File: config.mk
export PLATFORM = sky130hd
export DESIGN_NAME = sipo_deser_flat
export DESIGN_NICKNAME = d
export VERILOG_FILES = /design/src/rtl/sipo_deser_if.sv /design/src/rtl/sipo_deser.sv /design/src/flat_wrapper.sv
export SDC_FILE = /design/constraint.sdc
export NUM_CORES = 1
export LEC_CHECK = 0
export CAP_MARGIN = 10
export CORE_UTILIZATION = 47
export CTS_BUF_LIST = sky130_fd_sc_hd__clkbuf_16
export CTS_CLUSTER_SIZE = 8
export DETAILED_ROUTE_END_ITERATION = 8
export PLACE_DENSITY = 0.82
export SLEW_MARGIN = 10
export SYNTH_ARGS = -nofsm -noshare
export SYNTH_HDL_FRONTEND = slang
export SYNTH_SLANG_ARGS = --single-unit
File: constraint.sdc
create_clock -name CLK -period 1.65 [get_ports CLK]
set_input_delay 0.495 -clock CLK [delete_from_list [all_inputs] [get_ports CLK]]
set_output_delay 0.495 -clock CLK [all_outputs]
set_load 0.02 [all_outputs]
File: src/rtl/sipo_deser_if.sv
// Serial-in / word-out bundle between a serial link front end, the
// deserialiser and the word-wide consumer. The link side and the consumer
// side together form the master; the deserialiser is the slave.
interface sipo_deser_if #(
    parameter int WIDTH = 8
) ();
    localparam int CW = $clog2(WIDTH);

    logic             IN;
    logic             IN_EN;
    logic             CLR;
    logic             Q_READY;
    logic [WIDTH-1:0] Q;
    logic             Q_VALID;
    logic             OVERRUN;
    logic [CW-1:0]    BIT_CNT;

    modport master (
        output IN, IN_EN, CLR, Q_READY,
        input  Q, Q_VALID, OVERRUN, BIT_CNT
    );

    modport slave (
        input  IN, IN_EN, CLR, Q_READY,
        output Q, Q_VALID, OVERRUN, BIT_CNT
    );
endinterface

File: src/rtl/sipo_deser.sv
// Parametrised serial-in/parallel-out deserialiser. Shifts one bit per IN_EN
// strobe, counts bits per word and hands each completed word to the consumer
// through a holding register with a valid/ready handshake. A word completing
// while the previous one is still unconsumed is dropped and flagged in the
// sticky OVERRUN bit. The interface instance must use the same WIDTH.
module sipo_deser #(
    parameter int WIDTH     = 8,
    parameter bit MSB_FIRST = 1'b0,
    localparam int CW       = $clog2(WIDTH)
) (
    input  logic         CLK,
    input  logic         RST,
    sipo_deser_if.slave  bus
);
    localparam logic [CW-1:0] LAST = CW'(WIDTH - 1);

    logic [WIDTH-1:0] sr;
    logic [WIDTH-1:0] sr_next;
    logic [CW-1:0]    cnt;
    logic [WIDTH-1:0] q;
    logic             q_valid;
    logic             overrun;

    logic shift;
    logic done;
    logic accept;

    // A bit is taken only when strobed and not cancelled by CLR; the word
    // completes on the strobe that carries its last bit.
    assign shift  = bus.IN_EN && !bus.CLR;
    assign done   = shift && (cnt == LAST);
    assign accept = q_valid && bus.Q_READY;

    // Next shift-register value including the bit arriving this cycle; this is
    // also the candidate word on completion.
    always_comb begin
        sr_next = sr;
        if (MSB_FIRST)
            sr_next = {sr[WIDTH-2:0], bus.IN};
        else
            sr_next = {bus.IN, sr[WIDTH-1:1]};
    end

    // Partial-word capture, bit counter and sticky overrun flag.
    always_ff @(posedge CLK) begin
        if (!RST) begin
            sr      <= '0;
            cnt     <= '0;
            overrun <= 1'b0;
        end else if (bus.CLR) begin
            sr      <= '0;
            cnt     <= '0;
            overrun <= 1'b0;
        end else if (bus.IN_EN) begin
            sr  <= sr_next;
            cnt <= done ? '0 : cnt + 1'b1;
            // Dropping a word leaves the counter and next word untouched.
            if (done && q_valid && !bus.Q_READY)
                overrun <= 1'b1;
        end
    end

    // Holding register and valid flag; a completion coinciding with an accept
    // reloads Q so a streaming consumer sees back-to-back words.
    always_ff @(posedge CLK) begin
        if (!RST) begin
            q       <= '0;
            q_valid <= 1'b0;
        end else if (done && (!q_valid || bus.Q_READY)) begin
            q       <= sr_next;
            q_valid <= 1'b1;
        end else if (accept) begin
            q_valid <= 1'b0;
        end
    end

    assign bus.Q       = q;
    assign bus.Q_VALID = q_valid;
    assign bus.OVERRUN = overrun;
    assign bus.BIT_CNT = cnt;
endmodule

File: src/flat_wrapper.sv
// flat-port wrapper written by rule: the top's interface ports become plain ports
module sipo_deser_flat 
#(
    parameter int WIDTH     = 8,
    parameter bit MSB_FIRST = 1'b0,
    localparam int CW       = $clog2(WIDTH)
)
  (CLK, RST, bus_IN, bus_IN_EN, bus_CLR, bus_Q_READY, bus_Q, bus_Q_VALID, bus_OVERRUN, bus_BIT_CNT);
  sipo_deser_if #(.WIDTH(WIDTH)) bus_i ();
  input  logic CLK;
  input  logic RST;
  input wire logic [$bits(bus_i.IN)-1:0] bus_IN;
  input wire logic [$bits(bus_i.IN_EN)-1:0] bus_IN_EN;
  input wire logic [$bits(bus_i.CLR)-1:0] bus_CLR;
  input wire logic [$bits(bus_i.Q_READY)-1:0] bus_Q_READY;
  output wire logic [$bits(bus_i.Q)-1:0] bus_Q;
  output wire logic [$bits(bus_i.Q_VALID)-1:0] bus_Q_VALID;
  output wire logic [$bits(bus_i.OVERRUN)-1:0] bus_OVERRUN;
  output wire logic [$bits(bus_i.BIT_CNT)-1:0] bus_BIT_CNT;
  assign bus_i.IN = bus_IN;
  assign bus_i.IN_EN = bus_IN_EN;
  assign bus_i.CLR = bus_CLR;
  assign bus_i.Q_READY = bus_Q_READY;
  assign bus_Q = bus_i.Q;
  assign bus_Q_VALID = bus_i.Q_VALID;
  assign bus_OVERRUN = bus_i.OVERRUN;
  assign bus_BIT_CNT = bus_i.BIT_CNT;
  sipo_deser #(.WIDTH(WIDTH), .MSB_FIRST(MSB_FIRST)) u_core (.CLK(CLK), .RST(RST), .bus(bus_i));
endmodule
==> results by group, run 1 <==
Run status
  • Outcome: complete, but fails checks
  • Failing checks: design-rule violations

Min path
  • Worst min path class: reg2reg

Timing
  • Worst-margin pin slew: 0.234 ns
  • WHS: 0.450 ns
  • F_max: 653 MHz
  • Final setup vio count: 0
  • RSZ-0062 raised after global routing: no
  • Hold Vio Cnt, Final: 0
  • Max_slew headroom: 84.5%
  • Minimum clock period: 1.53 ns
  • Tcrit/Tclk final: 92.8%
  • Fin. max-slew vios: 0
  • Clock skew: 0.00436 ns

Detailed routing
  • Final wirelength: 1570 µm
  • Final ANT Viol Nets: 0
  • Vias/cell: 5.08
  • Drt drc: 2
  • Vias: 605
  • First-pass DRT Iterations: 6
  • Average wire per standard cell: 13.2 µm
  • DR iter-0 viols: 7

CTS
  • Clk pin slew, worst setup/hold paths: 0.05 ns
  • Post-CTS Repair Setup Buffers: 0
  • Worst skew pair latency: 0.25 ns
  • CTS sink cnt: 20
  • CTS tree: done
  • CTS max path bufs: 2
  • Clock root cell: clkbuf_16
  • H-tree lvl count: 1
  • CTS Buf Count: 3

Floorplan
  • Core area: 1560 µm²
  • Height of the die: 43.4 µm
  • Die width: 43.4 µm
  • DIE AREA: 1880 µm²
  • Initial Util: 51.7%
  • # IOs: 19
  • Row count: 14

Pwr
  • Combinational Power Share: 5.5%
  • Sw frac: 18.9%
  • Reg power frac: 47.4%
  • Cell Int Power: 836 µW
  • Overall power: 1.03 mW
  • Net switching power: 195 µW
  • Pleak: 0.482 nW
  • Pwr/cell area: 953 nW/µm²
  • Max VDD drop: 0.619 mV
  • Clock power frac: 47.1%

Final layout
  • Final instance area: 1080 µm²
  • # diodes: 0
  • Final Core Density: 69.3%
  • FILL cells: 132
  • Final nets: 113
  • Cell Count, Final, Fillers Out: 119
  • Layout area overhead: 34.2%
  • Share of cells above drive strength 1: 9.71%

Logic synthesis
  • Sequential share of the synthesized area: 49.7%
  • Avg Cell Area, Syn: 9.83 µm²
  • Synth warn: 0
  • Syn_nets: 90
  • Synthesis-stage register bit count: 20
  • Cells after Synth: 82
  • Post-synthesis cell type count: 16
  • Synth Cell Area: 806 µm²

Placed design
  • Post-DP Area: 1020 µm²
  • Placer Congestion: 0.708
  • Port bufs: 18
  • DP HPWL: 1070 µm
  • Placed insts: 116

Critical path
  • Worst-path fanout max: 8
  • Top cell by count, worst path: ha_1
  • CP arrival: 1.69 ns
  • CP Launch Type: flop
  • Register-to-register setup slack: 0.12 ns
  • CP max stage delay: 0.37 ns
  • Required @ worst endpoint: 1.81 ns
  • CP Capture Type: flop
  • CP Cell Sequence: ha_1 > ha_1 > nand3b_1 > nor2b_1 > buf_4 > mux2i_1
  • Slowest stage cell on the critical path: dfxtp_1
  • Critical path class: reg2reg

Global routing
  • Pin count of the biggest net entering global routing: 18
  • GRT Total Usage: 19.4%
  • GRT Residual Overflow: 0
  • Initial antenna violation count: 0
  • Vias in the first global route: 598
  • First-pass GRT wire length: 2580 µm

Job
  • Max-cap violation count: 0
path summary, 6_finish.rpt:
check | depth (start not counted) | from | end
min reg2reg | 2 | u_core.bus.Q[6]$_SDFFE_PN0P_ | u_core.bus.Q[6]$_SDFFE_PN0P_
max reg2reg | 6 | u_core.bus.BIT_CNT[0]$_SDFFE_PP0P_ | u_core.bus.Q[1]$_SDFFE_PN0P_
min | 2 | u_core.bus.Q[6]$_SDFFE_PN0P_ | u_core.bus.Q[6]$_SDFFE_PN0P_
max | 6 | u_core.bus.BIT_CNT[0]$_SDFFE_PP0P_ | u_core.bus.Q[1]$_SDFFE_PN0P_
per-layer routing:
| metal | routed length (µm) | vias up | track usage, % |
|---|---|---|---|
| met4 | 46 | 0 | 13.1 |
| met1 | 684 | 276 | 22.8 |
| met3 | 50 | 5 | 3.75 |
| met5 | 0 | - | 0 |
| met2 | 783 | 14 | 31.8 |
| li1 | - | 310 | - |
sequential cells by signal, indices dropped and copies added, names as in the netlist:
register,cells
u_core.bus.BIT_CNT,3
u_core.bus.Q,8
u_core.bus.Q_VALID,1
u_core.sr,7
u_core.bus.OVERRUN,1
timing repair:
action                                  in CTS  in global routing
endpoints found under the setup margin      13                  0
endpoints found under the hold margin        0                  0
gates resized for setup                     13                  0
hold buffers                                 0                  0
power groups by stage:
stage | Combinational [mW] | Clock, mW | Sequential [mW]
final | 0.0569 | 0.485 | 0.488
after global routing | 0.0614 | 0.505 | 0.488
after CTS | 0.0573 | 0.490 | 0.488
after floorplan | 0.0289 | 0 | 0.500
after detailed placement | 0.0573 | 0 | 0.499
after global placement | 0.0558 | 0 | 0.498
cells in the mapped netlist:
| cell | n | area (µm²) |
|---|---|---|
| dfxtp_1 | 20 | 400 |
| mux2i_1 | 16 | 160 |
| nand2_1 | 16 | 60.1 |
| nor2_1 | 12 | 45.0 |
| buf_2 | 3 | 15.0 |
| nor2b_1 | 3 | 18.8 |
| a21oi_1 | 2 | 10.0 |
| ha_1 | 2 | 25.0 |
| a21boi_0 | 1 | 7.51 |
| and2b_1 | 1 | 7.51 |
| buf_4 | 1 | 7.51 |
| buf_6 | 1 | 11.3 |
| nand2b_1 | 1 | 6.26 |
| nand2b_4 | 1 | 13.8 |
| nand3b_1 | 1 | 7.51 |
| o21ba_2 | 1 | 10.0 |
stage by stage:
stage          setup TNS (ns)  worst slack [ns]
5_1_grt                     0            0.0384
3_5_place_dp           -0.292           -0.0744
6_report                    0             0.119
2_1_floorplan               0             0.215
3_3_place_gp           -0.159           -0.0355
4_1_cts                     0             0.100
layout by cell type (no fill, tap or decap):
cell type | Yosys | layout
ha_1 | 2 | 2
nor2b_1 | 3 | 3
clkbuf_16 | 0 | 3
mux2i_1 | 16 | 16
clkdlybuf4s50_1 | 0 | 5
nand3b_1 | 1 | 1
o21ba_2 | 1 | 1
nand2_1 | 16 | 16
nand2b_1 | 1 | 1
and2b_1 | 1 | 1
dfxtp_1 | 20 | 20
buf_12 | 0 | 1
buf_4 | 1 | 4
dlygate4sd2_1 | 0 | 13
nand2b_4 | 1 | 1
a21oi_1 | 2 | 2
a21boi_0 | 1 | 1
nor2_1 | 12 | 12
logic make-up after synthesis:
group	synth area share (%)
compound gates	3.42
buf+inv	4.19
mux	19.9
simple gates	19.7
flops	49.7
fa+ha+maj	3.11
final cells by class:
cell class / instances / area [µm²] / area share (%)
Clock buffer: 3 / 75.1 / 6.94
Multi-Input combinational cell: 57 / 372 / 34.4
Sequential cell: 20 / 400 / 37.0
Tap cell: 16 / 20.0 / 1.85
Timing Repair Buffer: 23 / 214 / 19.8
worst max-delay path: cells and delay by family (launching register included):
kind	cells	cell delay [ns]
buf+inv	1	0.20
simple gates	2	0.24
flops	1	0.37
mux	1	0.25
fa+ha+maj	2	0.37
Note: power is estimated with default switching activity, not from simulation.
==> run 2, diff against run 1 <==
- ABC_AREA: not set -> 0
- CORE_ASPECT_RATIO: not set -> 1.1
==> results by group, run 2 (synthesis results as in run 1) <==
Floorplan
  • Die width: 41.5 µm
  • Row count: 15
  • # IOs: 19
  • Height of the die: 45.4 µm
  • DIE AREA: 1880 µm²
  • Core area: 1600 µm²
  • Initial Util: 50.5%

Pwr
  • Pleak: 0.488 nW
  • Pwr/cell area: 944 nW/µm²
  • Max VDD drop: 0.570 mV
  • Overall power: 1.03 mW

Final layout
  • Share of cells above drive strength 1: 10.5%
  • Final nets: 114
  • FILL cells: 140
  • Leading cell type in the layout, fill and taps excluded: dfxtp_1
  • Most frequent cells in the layout: dfxtp_1, nand2_1, mux2i_1
  • # diodes: 0
  • Layout area overhead: 35.7%
  • Number of flip-flops under the largest register name: 8
  • Cell Count, Final, Fillers Out: 122

Critical path
  • Worst-path fanout max: 8
  • CP Cell Sequence: clkdlybuf4s50_1 > nand3b_1 > nor2b_1 > buf_4 > mux2i_1
  • Largest delay share family, worst path: buffers and inverters
  • CP Capture Type: flop
  • Slowest stage cell on the critical path: clkdlybuf4s50_1
  • Crit. Startpoint: bus_IN_EN
  • Crit path capture: u_core.bus.Q[1]$_SDFFE_PN0P_
  • Worst R2R Path Depth: 6
  • Reg2Reg Launch Point: u_core.bus.BIT_CNT[0]$_SDFFE_PP0P_
  • Worst r2r dst: u_core.bus.Q[1]$_SDFFE_PN0P_
  • Critical path class: in2reg
  • CP Depth: 5
  • CP bufs+invs: 2
  • CP arrival: 1.67 ns
  • CP max stage delay: 0.49 ns
  • Register-to-register setup slack: 0.16 ns
  • Required @ worst endpoint: 1.82 ns
  • CP Launch Type: input port

Detailed routing
  • M1 WL: 654 µm
  • First-pass DRT Iterations: 4
  • Final wirelength: 1510 µm
  • Met2 WL: 776 µm
  • Drt drc: 0
  • Max Used Layer: met4
  • Met3 wire len: 48 µm
  • Vias: 620
  • Final ANT Viol Nets: 0
  • Average wire per standard cell: 12.4 µm
  • Vias/cell: 5.08
  • DR iter-0 viols: 12

Placed design
  • Placed insts: 118
  • DP HPWL: 1000 µm
  • Placer Congestion: 0.707
  • Pre-CTS setup slack: -0.0542 ns
  • Port bufs: 18

CTS
  • CTS sink cnt: 20
  • Clk pin slew, worst setup/hold paths: 0.05 ns
  • Clock root cell: clkbuf_16
  • Post-CTS Hold Fix Bufs: 0
  • CTS tree: done
  • CTS max path bufs: 2
  • H-tree lvl count: 1
  • CTS Buf Count: 3
  • Worst skew pair latency: 0.25 ns

Job
  • Max-cap violation count: 0

Run status
  • Outcome: completed

Timing
  • Clock skew: 0.00172 ns
  • Hold Vio Cnt, Final: 0
  • Tcrit/Tclk final: 91.1%
  • WHS: 0.451 ns
  • Worst setup margin: 0.146 ns
  • Max_slew headroom: 88.7%
  • Worst-margin pin slew: 0.164 ns
  • F_max: 665 MHz
  • Fin. max-slew vios: 0
  • Final setup vio count: 0
  • Minimum clock period: 1.50 ns
  • RSZ-0062 raised after global routing: no

Global routing
  • GRT Residual Overflow: 0
  • Vias in the first global route: 562
  • Initial antenna violation count: 0
  • First-pass GRT wire length: 2380 µm
  • Pin count of the biggest net entering global routing: 17
  • GRT Total Usage: 17.5%

Min path
  • Worst min path class: reg2reg
[run 2: repair_timing]
item / in CTS / in global routing
setup endpoints to repair: 13 / 0
setup buffers: 0 / 0
gates resized for setup: 13 / 0
[run 2: metal layers]
layer | vias to the layer above | GRT usage [%]
met3 | 4 | 3.57
met4 | 0 | 13.5
li1 | 313 | -
met2 | 11 | 29.1
met1 | 292 | 20.0
met5 | - | 0
[run 2: layout make-up]
type	count	area, µm²	area share (%)
multi-input combinational	57	372	34.0
clock inverter	1	3.75	0.343
clock buffer	3	75.1	6.86
tap	17	21.3	1.95
timing repair buffer	24	221	20.3
sequential	20	400	36.6
[run 2: stage by stage]
stage / area (µm²) / TNS, ns / util [%]
3_5_place_dp: 1030 / -0.337 / 64.6
3_3_place_gp: 1030 / -0.0688 / 64.6
2_1_floorplan: 806 / 0 / -
6_report: 1090 / 0 / 68.5
4_1_cts: 1090 / 0 / 68.5
5_1_grt: 1090 / 0 / 68.5
[run 2: worst min-delay path by stage]
stage | startpoint | endpoint | slack (ns) | cells after the start
2_1_floorplan | u_core.sr[1]$_SDFFE_PP0P_ | u_core.bus.Q[0]$_SDFFE_PN0P_ | 0.44 | 2
3_3_place_gp | u_core.bus.Q[7]$_SDFFE_PN0P_ | u_core.bus.Q[7]$_SDFFE_PN0P_ | 0.44 | 2
3_5_place_dp | u_core.bus.Q[3]$_SDFFE_PN0P_ | u_core.bus.Q[3]$_SDFFE_PN0P_ | 0.45 | 2
4_1_cts | u_core.bus.Q[6]$_SDFFE_PN0P_ | u_core.bus.Q[6]$_SDFFE_PN0P_ | 0.45 | 2
5_1_grt | u_core.bus.Q[6]$_SDFFE_PN0P_ | u_core.bus.Q[6]$_SDFFE_PN0P_ | 0.48 | 2
6_report | u_core.bus.Q[6]$_SDFFE_PN0P_ | u_core.bus.Q[6]$_SDFFE_PN0P_ | 0.45 | 2
[run 2: report_power, final]
group | switching, mW | internal (mW) | total (mW)
registers | 0.00233 | 0.486 | 0.488
logic | 0.0262 | 0.0303 | 0.0565
clock network | 0.165 | 0.322 | 0.488
total | 0.194 | 0.839 | 1.03
[run 2: worst reg2reg max path, cell delays in order (launching register included)]
cell      delay (ns)
dfxtp_1         0.37
ha_1            0.17
ha_1            0.18
nand3b_1        0.11
nor2b_1         0.13
buf_4           0.21
mux2i_1         0.24
